### src/rtl/seq_chunk_addsub.sv
// Multi-cycle adder/subtractor: one CHUNK-bit slice per cycle, LSB first, carry held
// in a register between slices. Valid/ready on both sides, all outputs registered.
module seq_chunk_addsub #(
  parameter int WIDTH = 16,
  parameter int CHUNK = 4
) (
  input  logic             clk,
  input  logic             rst,
  input  logic             in_valid,
  output logic             in_ready,
  input  logic [WIDTH-1:0] in_a,
  input  logic [WIDTH-1:0] in_b,
  input  logic             cin,
  input  logic             sub,
  output logic             out_valid,
  input  logic             out_ready,
  output logic [WIDTH-1:0] sum,
  output logic             cout,
  output logic             ovf
);
  localparam int NCHUNK = WIDTH / CHUNK;
  localparam int IW     = (NCHUNK > 1) ? $clog2(NCHUNK) : 1;

  typedef enum logic [1:0] {IDLE, RUN, DONE} state_t;

  state_t           state_q, state_d;
  logic [WIDTH-1:0] a_q, a_d, b_q, b_d, sum_q, sum_d;
  logic [IW-1:0]    idx_q, idx_d;
  logic             carry_q, carry_d, cout_q, cout_d, ovf_q, ovf_d;
  logic             in_ready_q, in_ready_d, out_valid_q, out_valid_d;

  logic [31:0]      sh;
  logic [WIDTH-1:0] a_sh, b_sh, mask, res_w;
  logic [CHUNK-1:0] a_sl, b_sl;
  logic [CHUNK:0]   tot;
  logic             c_msb_in;

  // Current slice of each operand and its sum with the running carry
  always_comb begin
    sh       = 32'(idx_q) * 32'(CHUNK);
    a_sh     = a_q >> sh;
    b_sh     = b_q >> sh;
    a_sl     = a_sh[CHUNK-1:0];
    b_sl     = b_sh[CHUNK-1:0];
    tot      = {1'b0, a_sl} + {1'b0, b_sl} + {{CHUNK{1'b0}}, carry_q};
    // carry into the slice MSB recovered from its sum bit
    c_msb_in = tot[CHUNK-1] ^ a_sl[CHUNK-1] ^ b_sl[CHUNK-1];
    mask     = WIDTH'({CHUNK{1'b1}}) << sh;
    res_w    = WIDTH'(tot[CHUNK-1:0]) << sh;
  end

  always_comb begin
    state_d     = state_q;
    a_d         = a_q;
    b_d         = b_q;
    sum_d       = sum_q;
    idx_d       = idx_q;
    carry_d     = carry_q;
    cout_d      = cout_q;
    ovf_d       = ovf_q;
    in_ready_d  = in_ready_q;
    out_valid_d = out_valid_q;
    unique case (state_q)
      IDLE: if (in_valid && in_ready_q) begin
        a_d        = in_a;
        b_d        = sub ? ~in_b : in_b;
        carry_d    = sub | cin;
        idx_d      = '0;
        in_ready_d = 1'b0;
        state_d    = RUN;
      end
      RUN: begin
        sum_d   = (sum_q & ~mask) | res_w;
        carry_d = tot[CHUNK];
        if (idx_q == IW'(NCHUNK - 1)) begin
          cout_d      = tot[CHUNK];
          ovf_d       = c_msb_in ^ tot[CHUNK];
          out_valid_d = 1'b1;
          state_d     = DONE;
        end else begin
          idx_d = idx_q + 1'b1;
        end
      end
      DONE: if (out_ready) begin
        out_valid_d = 1'b0;
        in_ready_d  = 1'b1;
        state_d     = IDLE;
      end
      default: state_d = IDLE;
    endcase
  end

  always_ff @(posedge clk or negedge rst) begin
    if (!rst) begin
      state_q     <= IDLE;
      a_q         <= '0;
      b_q         <= '0;
      sum_q       <= '0;
      idx_q       <= '0;
      carry_q     <= 1'b0;
      cout_q      <= 1'b0;
      ovf_q       <= 1'b0;
      in_ready_q  <= 1'b1;
      out_valid_q <= 1'b0;
    end else begin
      state_q     <= state_d;
      a_q         <= a_d;
      b_q         <= b_d;
      sum_q       <= sum_d;
      idx_q       <= idx_d;
      carry_q     <= carry_d;
      cout_q      <= cout_d;
      ovf_q       <= ovf_d;
      in_ready_q  <= in_ready_d;
      out_valid_q <= out_valid_d;
    end
  end

  assign in_ready  = in_ready_q;
  assign out_valid = out_valid_q;
  assign sum       = sum_q;
  assign cout      = cout_q;
  assign ovf       = ovf_q;
endmodule

### config.mk
export PLATFORM = sky130hd
export DESIGN_NAME = seq_chunk_addsub
export DESIGN_NICKNAME = d
export VERILOG_FILES = /design/src/rtl/seq_chunk_addsub.sv
export SDC_FILE = /design/constraint.sdc
export NUM_CORES = 1
export LEC_CHECK = 0
export BUFFER_PORTS_ARGS = -buffer_cell sky130_fd_sc_hd__buf_2
export CORE_AREA = 4 4 76 78
export DETAILED_ROUTE_END_ITERATION = 7
export DIE_AREA = 0 0 80 82
export GPL_ROUTABILITY_DRIVEN = 0
export GPL_TIMING_DRIVEN = 0
export PLACE_DENSITY = 0.77
export SYNTH_ARGS = -nofsm -noshare
export SYNTH_HDL_FRONTEND = slang
export SYNTH_SLANG_ARGS = --single-unit
### constraint.sdc
create_clock -name clk -period 3.45 [get_ports clk]
set_input_delay 0 -clock clk [delete_from_list [all_inputs] [get_ports clk]]
set_output_delay 0 -clock clk [all_outputs]
set_load 0.01 [all_outputs]
# ---- After elaboration in Yosys (flattened, before gate mapping)
# Cells that the tools add are included.
dict set report totals {
  wordCells 60
  out_inout_bits 20
  reg_bits 57
}
dict set report classes {
  n_eq_ne 7
  addsub 3
  n_reduce_logical 12
  shifts 4
  n_mux 16
  n_bitwise 8
}
# cell n
set op_table {}
lappend op_table {{$not A16 Y16} 2}
lappend op_table {{$shr A16 B4 Y4} 2}
lappend op_table {{$and A16 B16 Y16} 1}
lappend op_table {{$mux W16} 1}
lappend op_table {{$or A16 B16 Y16} 1}
lappend op_table {{$shl A4 B4 Y16} 1}
lappend op_table {{$shl A4 B4 Y16 const A} 1}
lappend op_table {{$reduce_and A3 Y1} 4}
lappend op_table {{$mux W2} 5}
lappend op_table {{$ne A2 B2 Y1 const B} 4}
lappend op_table {{$pmux W1 S2} 3}
lappend op_table {{$pmux W2 S3} 1}
lappend op_table {{$reduce_and A2 Y1} 3}
lappend op_table {{$reduce_bool A2 Y1} 3}
lappend op_table {{$add A4 B4 Y5} 1}
lappend op_table {{$add A5 B1 Y5} 1}
lappend op_table {{$mux W1} 5}
lappend op_table {{$eq A2 B2 Y1 const B} 2}
lappend op_table {{$pmux W2 S2} 1}
lappend op_table {{$xor A1 B1 Y1} 3}
lappend op_table {{$add A2 B1 Y2 const B} 1}
lappend op_table {{$eq A2 B1 Y1 const B} 1}
lappend op_table {{$logic_not A2 Y1} 1}
lappend op_table {{$logic_and A1 B1 Y1} 1}
lappend op_table {{$or A1 B1 Y1} 1}

# ---- Logic depth before layout (Yosys ltp)
# Gate-level depths: netlist of the first run.
dict set report depth {
  ltp_word 6
  depth_mapped 9
  depth_no_buf 8
}

# ---- Least setup slack after synthesis of the first run
# Ideal clock, no wire load.
dict set report synth_timing {
  path_type {register -> register}
  startpoint {reg idx_q[0]}
  endpoint {reg ovf_q (netlist: ovf)}
  required_time_ns 3.322
  path_buffers 1
  path_stages_with_launch 10
  slack_ns 0.468
  setup_ns 0.128
  synth_period_minus_slack_ns 2.982
  t_arrival_ns 2.855
  cell_sequence {dfrtp_1 -> buf_2 -> mux4_2 -> fa_1 -> fa_1 -> a21o_1 -> a21oi_1 -> xnor3_1 -> xnor2_1 -> o21ai_1}
}
dict set report synth_via {
  elab_chain_len 6
}
# element line_no
set synth_lines {}
lappend synth_lines {{from (decl)} 28} ;# logic [IW-1:0] idx_q, idx_d;
lappend synth_lines {{from (signal assigned)} 110} ;# idx_q <= idx_d;
lappend synth_lines {{$shr A16 B4 Y4 (on tied branches)} {41, 42}}
lappend synth_lines {{$add A4 B4 Y5} 45} ;# tot = {1'b0, a_sl} + {1'b0, b_sl} + {{CHUNK{1'b0}}, carry_q};
lappend synth_lines {{$add A5 B1 Y5} 45}
lappend synth_lines {{$xor A1 B1 Y1 (2 in series)} 47} ;# c_msb_in = tot[CHUNK-1] ^ a_sl[CHUNK-1] ^ b_sl[CHUNK-1];
lappend synth_lines {{$xor A1 B1 Y1} 77} ;# ovf_d = c_msb_in ^ tot[CHUNK];
lappend synth_lines {{to (signal assigned)} 113} ;# ovf_q <= ovf_d;
lappend synth_lines {{to (decl)} 29} ;# logic carry_q, carry_d, cout_q, cout_d, ovf_q, ovf_d;
# Parallel ways exist; a longest one is shown, timed or not.
# A chain may end at the register's enable or synchronous reset.

# ---- Worst setup path in the final report of the first run
# Same ends and word-level chain as after synthesis.

==> reports/metrics.cfg, run 1 <==
[setup_path]
crit_start=idx_q[0]$_DFFE_PN0P_
crit_family=adder cells
crit_top_cell=fa_1
cp.required_ns=3.67
cp-end-kind=flop
rrSetupSlack_ns=0.18
timing.critical_path.buf_inv=1
rr_startpoint=idx_q[0]$_DFFE_PN0P_
crit_arrival_ns=3.49
r2r_cells=9
crit_chain=buf_4, mux4_2, fa_1, fa_1, a21o_1, a21oi_1, xnor3_1, xnor2_1, o21ai_1
critical_path_class=flop to flop
r2r-end=ovf$_DFFE_PN0P_
critical_path.slowest_cell=mux4_2
cp_max_fo=10
crit_path_max_incr_delay_ns=0.54
start_kind=flop

[worst_hold_path]
min_path_cells=4
hold_class=primary input to flop
worstHoldEndpoint=in_ready$_DFFE_PN1P_
min-delay-start=in_valid

[clocking]
clk_pin_slew_ns=0.06
cts_tree=done
htreeDepth=3
cts_inserted_buffers=9
clock-sinks=57
root_buffer=clkbuf_8
clk_path_buf_depth=2
clock_latency_ns=0.34
cts_setup_buffers=0

[power]
swShare_pct=34.1
p_leak_nw=1.73
peakVddDrop_mv=0.628
seq_power_share_pct=34.7
power_switching_mw=1.11
p_int_mw=2.14
p_comb_share_pct=42.0
p_clk_share_pct=23.3
power_mw=3.25
powerDensity_nw_per_um2=898

[logic_synthesis]
synth-edff-count=0
netlist_area_sq_um=2660
synth_top_family_by_area=multiplexers
async_flop_share_pct=100
synth_cells=225
synthMuxAreaShare_pct=14.3
synth_xor_area_share_pct=7.10
synthDistinctLibCells=26
synth_top_flop_cell=dfrtp_1
synth_compound_area_share_pct=9.92
synth-adder-area-share_pct=4.80
synth_simple_gate_area_share_pct=7.90
synth_seq_area_share_pct=53.7
synthesis.nets=272
ys_ff_latch=57
syn_area_per_cell_sq_um=11.8
yosysWarnings=0

[global_route]
grt_pass1_vias=2103
grt_usage_pct=20.5
overflow=0
antenna_found_initial=0
grt_pass1_wl_um=10100
grt_start_max_net_pins=58

[floorplan]
fp-row-count=26
coreArea_sq_um=5070
die-area_sq_um=6560
die_w_um=80
io_pins=58
die_h_um=82
start_util_pct=52.4

[run]
maxCapViolCount=0

[routing]
wl_per_cell_um=14.8
vias=2050
drc=0
finalWirelength_um=5940
drt.antenna.violating_nets=0
firstDrtPassIters=4
vias_per_cell=5.11
drtIter0Drc=101

[layout]
antenna_cells=0
final_net_count=373
stdcell_count=401
drive_above_1_share_pct=31.4
area_growth_pct=36.0
final_cell_area_sq_um=3620
fin_util_pct=71.3

[sta]
fin_crit_ns=3.27
rsz0062_at_grt=false
hold_viol_final=0
relSlewSlack_pct=53.1
hold_slack_ns=0.0299
tightest_slew_ns=0.703
fin_ws_ns=0.178
fin_crit_sh_pct=94.8
tns_ns=0
finalMaxSlewViolations=0
clock_skew_ns=0.00721
clock.fmax_ghz=0.306
setup-violations-final=0

[placement]
portBuffers=56
hpwl_um=3920
dp_cells=351
place_ws_ns=0.00813
placed_area_sq_um=3030

[outcome]
outcome=finished clean

==> Yosys cell counts, types with 5 or more instances <==
cell type / count / area (sq um)
nand2_1: 28 / 105
o21ai_0: 14 / 70.1
mux2_2: 17 / 191
dfrtp_1: 56 / 1400
mux4_2: 6 / 135
ha_1: 7 / 87.6
nor2_1: 23 / 86.3
buf_2: 5 / 25.0
xnor2_1: 18 / 158
a21oi_1: 22 / 110
inv_1: 5 / 18.8
==> layer usage <==
| metal | GRT usage, % | wire, um | part of all wire (%) | vias up |
|---|---|---|---|---|
| met3 | 6.03 | 351 | 5.9 | 10 |
| met4 | 7.09 | 90 | 1.5 | 0 |
| met5 | 0 | 0 | 0 | - |
| met1 | 25.6 | 2440 | 41 | 995 |
| met2 | 34.3 | 3050 | 51 | 62 |
| li1 | - | - | - | 983 |
==> worst max path at each step <==
| stage | end | depth (start not counted) |
|---|---|---|
| 6_report | ovf$_DFFE_PN0P_ | 9 |
| 5_1_grt | ovf$_DFFE_PN0P_ | 9 |
| 4_1_cts | ovf$_DFFE_PN0P_ | 9 |
| 3_5_place_dp | ovf$_DFFE_PN0P_ | 9 |
| 3_3_place_gp | ovf$_DFFE_PN0P_ | 9 |
| 2_1_floorplan | ovf$_DFFE_PN0P_ | 9 |
==> worst register-to-register path: stages (launching register included) <==
cell and delay (ns):
dfrtp_2 0.47, buf_4 0.25, mux4_2 0.54, fa_1 0.43, fa_1 0.41, a21o_1 0.21
a21oi_1 0.30, xnor3_1 0.28, xnor2_1 0.19, o21ai_1 0.07
==> kinds of logic after synthesis <==
| kind of cell | after synthesis |
|---|---|
| AO/OA/AOI/OAI | 46 |
| adder cells (fa/ha/maj) | 9 |
| flip-flops | 57 |
| multiplexers | 25 |
| AND/OR/NAND/NOR | 53 |
| buffers and inverters | 15 |
| XOR/XNOR | 20 |
==> sequential cells by signal, indices dropped and copies added (netlist names) <==
name	flops
a_q	16
b_q	16
sum	16
idx_q	2
state_q	2
carry_q	1
cout	1
in_ready	1
out_valid	1
ovf	1
==> what timing repair did <==
item	4_1_cts	5_1_grt
hold endpoints to repair	90	0
endpoints found under the setup margin	1	1
gates resized for setup	1	2
hold buffers	34	0
==> cell type report <==
class / count / area [sq um]
Timing Repair Buffer: 90 / 623
Clock inverter: 6 / 105
Tap cell: 70 / 87.6
Clock buffer: 10 / 138
Multi-Input combinational cell: 153 / 1170
Sequential cell: 57 / 1430
Inverter: 5 / 18.8
Buffer: 10 / 47.5
Fill cell: 374 / 1460
==> layout by cell type, fill, tap and decap left out, types with 2 or more instances in the layout <==
cell           count
bufinv_16          3
a21oi_1           22
xnor2_1           18
inv_1              5
nor2_1            23
buf_4              2
clkbuf_1           4
a32o_1             4
mux2_2            17
fa_1               2
mux4_1             2
clkinv_2           3
nand2_1           28
dlygate4sd3_1     34
o21ai_0           14
a21o_1             2
buf_2             59
clkbuf_8          10
mux4_2             6
dfrtp_1           55
ha_1               7
==> power by group through the flow <==
stage | combinational, mW | clock (mW) | sequential (mW)
3_5_place_dp | 1.33 | 0 | 1.14
5_1_grt | 1.52 | 0.800 | 1.17
6_report | 1.36 | 0.758 | 1.13
2_1_floorplan | 0.940 | 0 | 1.14
3_3_place_gp | 1.28 | 0 | 1.12
4_1_cts | 1.37 | 0.769 | 1.13
Note: power is estimated with default switching activity, not from simulation.
==> run 2: changes to the inputs <==
==> constraint.sdc (replaced) <==
create_clock -name clk -period 3.45 [get_ports clk]
set_input_delay 0.345 -clock clk [delete_from_list [all_inputs] [get_ports clk]]
set_output_delay 0.345 -clock clk [all_outputs]
set_load 0.01 [all_outputs]
==> run 2 against run 1 <==
  * Clock skew decreased by 0.0011 ns
  * Largest cell class unchanged
  * Critical path depth is the same
  * Combinational power is essentially flat
  * Die area is the same
  * Maximum frequency grew 0.48%
  * Count of clock-buffer cells in the layout stayed put
  * Total power is 1.3% lower
  * Via count down 6.8%
  * Setup slack better by 0.016 ns
  * Worst hold slack better by 0.022 ns
  * Critical endpoint unchanged
  * Sequential power barely moved
==> reports/metrics.cfg, run 2 (synthesis gave the netlist of run 1 again) <==
[outcome]
outcome=finished clean  ; unchanged

[power]
powerDensity_nw_per_um2=978  ; was 898 nW/um^2
swShare_pct=34.0  ; was 34.1%
seq_power_share_pct=35.1  ; was 34.7%
p_leak_nw=1.59  ; was 1.73 nW
peakVddDrop_mv=0.622  ; was 0.628 mV
p_comb_share_pct=41.4  ; was 42.0%
p_int_mw=2.12  ; was 2.14 mW
power_switching_mw=1.09  ; was 1.11 mW
p_clk_share_pct=23.5  ; was 23.3%

[global_route]
grt_use_met3_pct=5.92  ; was 6.03%
antenna_found_initial=0  ; unchanged
overflow=0  ; unchanged
grt_start_max_net_pins=58  ; unchanged
grt_pass1_wl_um=9250  ; was 10100 um
grtUsageMet2_pct=30.9  ; was 34.3%
grt_pass1_vias=1958  ; was 2103
grt_usage_pct=18.8  ; was 20.5%
grtUsageMet1_pct=23.3  ; was 25.6%
grt.busiest_layer=met2  ; unchanged

[clocking]
htreeDepth=3  ; unchanged
clock_latency_ns=0.34  ; about the same
hold_buffers=0  ; was 34
root_buffer=clkbuf_8  ; unchanged
cts_tree=done  ; unchanged
clk_pin_slew_ns=0.07  ; was 0.06 ns
cts_inserted_buffers=9  ; unchanged
clock-sinks=57  ; unchanged
clk_path_buf_depth=2  ; unchanged

[sta]
clock.fmax_ghz=0.307  ; was 0.306 GHz
finalMaxSlewViolations=0  ; unchanged
hold_slack_ns=0.0520  ; was 0.0299 ns
tns_ns=0  ; unchanged
setup-violations-final=0  ; unchanged
clock_skew_ns=0.00611  ; was 0.00721 ns
relSlewSlack_pct=53.7  ; was 53.1%
tightest_slew_ns=0.694  ; was 0.703 ns
rsz0062_at_grt=false  ; unchanged
fin_crit_ns=3.26  ; was 3.27 ns
hold_viol_final=0  ; unchanged
fin_crit_sh_pct=94.4  ; was 94.8%

[routing]
firstDrtPassIters=4  ; unchanged
drc=0  ; unchanged
finalWirelength_um=5420  ; was 5940 um
vias=1911  ; was 2050
drtIter0Drc=91  ; was 101
drt.antenna.violating_nets=0  ; unchanged
vias_per_cell=5.21  ; was 5.11
wl_per_cell_um=14.8  ; about the same

[floorplan]
start_util_pct=52.4  ; unchanged
coreArea_sq_um=5070  ; unchanged
die_w_um=80  ; unchanged
fp-row-count=26  ; unchanged
die_h_um=82  ; unchanged
io_pins=58  ; unchanged
die-area_sq_um=6560  ; unchanged

[setup_path]
rrSetupSlack_ns=0.19  ; was 0.18 ns
crit_start=idx_q[0]$_DFFE_PN0P_  ; unchanged
crit_arrival_ns=3.47  ; was 3.49 ns
rr_startpoint=idx_q[0]$_DFFE_PN0P_  ; unchanged
cp.required_ns=3.66  ; was 3.67 ns
cp_max_fo=10  ; unchanged
critical_path_class=flop to flop  ; unchanged
r2r-end=ovf$_DFFE_PN0P_  ; unchanged
r2r_cells=9  ; unchanged
cp-end-kind=flop  ; unchanged
start_kind=flop  ; unchanged

[worst_hold_path]
hold_class=primary input to asynchronous set/reset pin  ; was primary input to flop

[layout]
final_cell_mix=59 x buf_2, 55 x dfrtp_1, 28 x nand2_1  ; was 59 x buf_2, 55 x dfrtp_1, 34 x dlygate4sd3_1
stdcell_count=367  ; was 401
area_growth_pct=23.2  ; was 36.0%
antenna_cells=0  ; unchanged
layout.cells.most_common=buf_2  ; unchanged
final_net_count=339  ; was 373
drive_above_1_share_pct=35.0  ; was 31.4%
final_cell_area_sq_um=3280  ; was 3620 sq um

[placement]
hpwl_um=3920  ; unchanged
portBuffers=56  ; unchanged
dp_cells=351  ; unchanged
placed_area_sq_um=3030  ; unchanged

[run]
maxCapViolCount=0  ; unchanged

==> run 2: worst max path at each step <==
stage	to	slack (ns)	cells past startpoint
floorplan	ovf$_DFFE_PN0P_	0.47	9
global placement	ovf$_DFFE_PN0P_	0.05	9
detailed placement	ovf$_DFFE_PN0P_	0.008	9
CTS	ovf$_DFFE_PN0P_	0.05	9
global route	ovf$_DFFE_PN0P_	0.05	9
finish	ovf$_DFFE_PN0P_	0.19	9
==> run 2: layer usage <==
| metal | routed length [um] | up-vias |
|---|---|---|
| li1 | - | 915 |
| met1 | 2280 | 922 |
| met2 | 2700 | 68 |
| met3 | 381 | 6 |
| met4 | 56 | 0 |
| met5 | 0 | - |
==> run 2: through the flow <==
step	setup WS, ns	utilization [%]	power [mW]
after global placement	0.0464	59.7	2.41
after global routing	0.0536	64.6	3.46
after floorplan	0.468	-	2.08
after CTS	0.0548	64.5	3.24
after detailed placement	0.00813	59.7	2.47
final	0.193	64.6	3.21
==> run 2: layout make-up <==
type	instances	area [sq um]
buffer	10	47.5
clock buffer	10	138
clock inverter	6	105
fill	425	1800
inverter	5	18.8
multi-input combinational	153	1170
sequential	57	1430
tap	70	87.6
timing repair buffer	56	283
==> run 2: what timing repair did <==
item	CTS	global route
buffers inserted	0	0
gates cloned	0	0
setup endpoints to repair	1	1
endpoints found under the hold margin	0	0
gates resized for setup	1	2
==> run 2: worst max-delay path, cell delays in order, from the launching register on <==
cell	delay [ns]
dfrtp_2	0.46
buf_4	0.25
mux4_2	0.54
fa_1	0.43
fa_1	0.41
a21o_1	0.21
a21oi_1	0.30
xnor3_1	0.28
xnor2_1	0.19
o21ai_1	0.07
==> run 2: power groups by stage <==
stage               registers [mW]  clock network [mW]  logic (mW)
floorplan                     1.14                   0       0.940
global placement              1.12                   0        1.28
global route                  1.17               0.802        1.49
CTS                           1.13               0.769        1.35
finish                        1.13               0.754        1.33
detailed placement            1.14                   0        1.33
==> run 3: changes to the inputs <==
--- a/config.mk
+++ b/config.mk
@@ -6,12 +6,11 @@
 export NUM_CORES = 1
 export LEC_CHECK = 0
 export BUFFER_PORTS_ARGS = -buffer_cell sky130_fd_sc_hd__buf_2
-export CORE_AREA = 4 4 76 78
+export CORE_AREA = 4 4 100 102
 export DETAILED_ROUTE_END_ITERATION = 7
-export DIE_AREA = 0 0 80 82
+export DIE_AREA = 0 0 104 106
 export GPL_ROUTABILITY_DRIVEN = 0
 export GPL_TIMING_DRIVEN = 0
-export PLACE_DENSITY = 0.77
 export SYNTH_ARGS = -nofsm -noshare
 export SYNTH_HDL_FRONTEND = slang
 export SYNTH_SLANG_ARGS = --single-unit
==> run 3 against run 2 <==
  * Non-clock buffer count unchanged
  * Total power is 1.2% lower
  * Core utilization decreased by 28 points
  * Maximum frequency down 1.1%
  * Critical endpoint unchanged
  * Largest power group unchanged
  * Highest routed layer unchanged
  * Clock skew hardly changed
  * Count of clock-buffer cells in the layout grew 1
==> reports/metrics.cfg, run 3 (synthesis gave the netlist of run 1 again) <==
[floorplan]
die_h_um=106  ; was 82 um
io_pins=58  ; unchanged
start_util_pct=29.2  ; was 52.4%
die_w_um=104  ; was 80 um
fp-row-count=35  ; was 26
coreArea_sq_um=9110  ; was 5070 sq um
die-area_sq_um=11000  ; was 6560 sq um

[placement]
placed_area_sq_um=3080  ; was 3030 sq um
portBuffers=56  ; unchanged
dp_cells=392  ; was 351
hpwl_um=4580  ; was 3920 um

[clocking]
root_buffer=clkbuf_8  ; unchanged
clock-sinks=57  ; unchanged
clock_latency_ns=0.33  ; was 0.34 ns
cts_inserted_buffers=9  ; unchanged
htreeDepth=3  ; unchanged
hold_buffers=0  ; unchanged
clk_pin_slew_ns=0.06  ; was 0.07 ns
cts_tree=done  ; unchanged
cts_setup_buffers=0  ; unchanged
clk_path_buf_depth=2  ; unchanged

[routing]
drc=0  ; unchanged
finalWirelength_um=6310  ; was 5420 um
drt.antenna.violating_nets=0  ; unchanged
vias=1901  ; was 1911
vias_per_cell=4.68  ; was 5.21
firstDrtPassIters=4  ; unchanged
drtIter0Drc=59  ; was 91
wl_per_cell_um=15.5  ; was 14.8 um

[sta]
relSlewSlack_pct=51.0  ; was 53.7%
clock.fmax_ghz=0.304  ; was 0.307 GHz
rsz0062_at_grt=false  ; unchanged
hold_slack_ns=0.0805  ; was 0.0520 ns
fin_crit_sh_pct=95.5  ; was 94.4%
fin_crit_ns=3.29  ; was 3.26 ns
clock_skew_ns=0.00602  ; was 0.00611 ns
setup-violations-final=0  ; unchanged
hold_viol_final=0  ; unchanged
finalMaxSlewViolations=0  ; unchanged
tightest_slew_ns=0.734  ; was 0.694 ns

[setup_path]
critical_path_class=flop to flop  ; unchanged
cp-end-kind=flop  ; unchanged
cp.required_ns=3.66  ; about the same
crit_arrival_ns=3.50  ; was 3.47 ns
cp_max_fo=10  ; unchanged
start_kind=flop  ; unchanged

[global_route]
grtUsageMet1_pct=14.7  ; was 23.3%
grt.busiest_layer=met2  ; unchanged
grtUsageMet2_pct=19.1  ; was 30.9%
grt_use_met3_pct=5.16  ; was 5.92%
antenna_found_initial=0  ; unchanged
grt_pass1_wl_um=10300  ; was 9250 um
overflow=0  ; unchanged
grt_pass1_vias=2039  ; was 1958
grt_usage_pct=12.0  ; was 18.8%
grt_start_max_net_pins=58  ; unchanged

[layout]
final_cell_area_sq_um=3310  ; was 3280 sq um
layout.cells.most_common=buf_2  ; unchanged
multi_input_area_sq_um=1170  ; unchanged
area_growth_pct=24.3  ; was 23.2%
regArea_sq_um=1430  ; unchanged
final_net_count=339  ; unchanged
final_cell_mix=59 x buf_2, 55 x dfrtp_1, 28 x nand2_1  ; unchanged
fill_cells=933  ; was 425
stdcell_count=406  ; was 367
drive_above_1_share_pct=34.6  ; was 35.0%
antenna_cells=0  ; unchanged

[power]
p_clk_share_pct=21.8  ; was 23.5%
p_leak_nw=1.58  ; was 1.59 nW
swShare_pct=35.0  ; was 34.0%
peakVddDrop_mv=0.287  ; was 0.622 mV
power_mw=3.17  ; was 3.21 mW
power_switching_mw=1.11  ; was 1.09 mW
powerDensity_nw_per_um2=958  ; was 978 nW/um^2
p_comb_share_pct=42.4  ; was 41.4%
seq_power_share_pct=35.8  ; was 35.1%
p_int_mw=2.06  ; was 2.12 mW

[run]
maxCapViolCount=0  ; unchanged

[worst_hold_path]
hold_class=primary input to asynchronous set/reset pin  ; unchanged

[outcome]
outcome=finished clean  ; unchanged

==> run 3: cell types whose count changed in the layout (fill, tap and decap cells not counted) <==
cell / delta
clkbuf_8: +1
clkbuf_2: -1
clkbuf_4: +1
clkinv_2: -2
bufinv_16: -1
==> run 3: worst max-delay path: stages (launching register included) <==
cell and delay (ns):
dfrtp_2 0.47, buf_4 0.25, mux4_2 0.54, fa_1 0.41, fa_1 0.41, a21o_1 0.20, a21oi_1 0.33, xnor3_1 0.30
xnor2_1 0.17, o21ai_1 0.07
==> run 3: final timing paths <==
check	slack, ns	endpoint	start	cells past startpoint
max	0.16	ovf$_DFFE_PN0P_	idx_q[0]$_DFFE_PN0P_	9
min	0.08	sum[3]$_DFFE_PN0P_	rst	1
max reg2reg	0.16	ovf$_DFFE_PN0P_	idx_q[0]$_DFFE_PN0P_	9
min reg2reg	0.47	sum[7]$_DFFE_PN0P_	sum[7]$_DFFE_PN0P_	2
max in group asynchronous	2.85	idx_q[0]$_DFFE_PN0P_	rst	1
min in group clk	0.23	state_q[1]$_DFFE_PN0P_	out_ready	2
==> run 3: metal layers <==
layer	up-vias	part of all wire, %	wire, um
met1	932	45	2810
met5	-	0	0
met3	12	6.2	392
met2	50	47	3000
met4	0	1.8	112
li1	907	-	-
==> run 3: timing repair <==
action / CTS / global route
setup endpoints to repair: 1 / 1
endpoints found under the hold margin: 0 / 0
resized for setup: 3 / 1
pin swaps: 0 / 0
cloned: 0 / 0
==> run 3: final cells by class <==
cell class	count	area share, %
clock buffer	11	4.58
multi-input combinational	153	35.4
tap	111	4.20
inverter	5	0.568
sequential	57	43.2
buffer	10	1.51
timing repair buffer	56	8.55
clock inverter	3	1.97
==> run 3: power groups by stage <==
stage	Clock, mW	Combinational, mW	Sequential (mW)
floorplan	0	0.940	1.14
global placement	0	1.32	1.13
detailed placement	0	1.34	1.15
CTS	0.707	1.36	1.14
global route	0.736	1.52	1.17
finish	0.689	1.34	1.13
==> run 3: stage by stage <==
stage | util [%] | worst slack (ns) | setup TNS (ns)
floorplan | - | 0.468 | 0
global placement | 33.8 | -0.0745 | -0.0745
detailed placement | 33.8 | -0.0984 | -0.0984
CTS | 36.2 | 0.110 | 0
global route | 36.3 | 0.0146 | 0
finish | 36.3 | 0.157 | 0
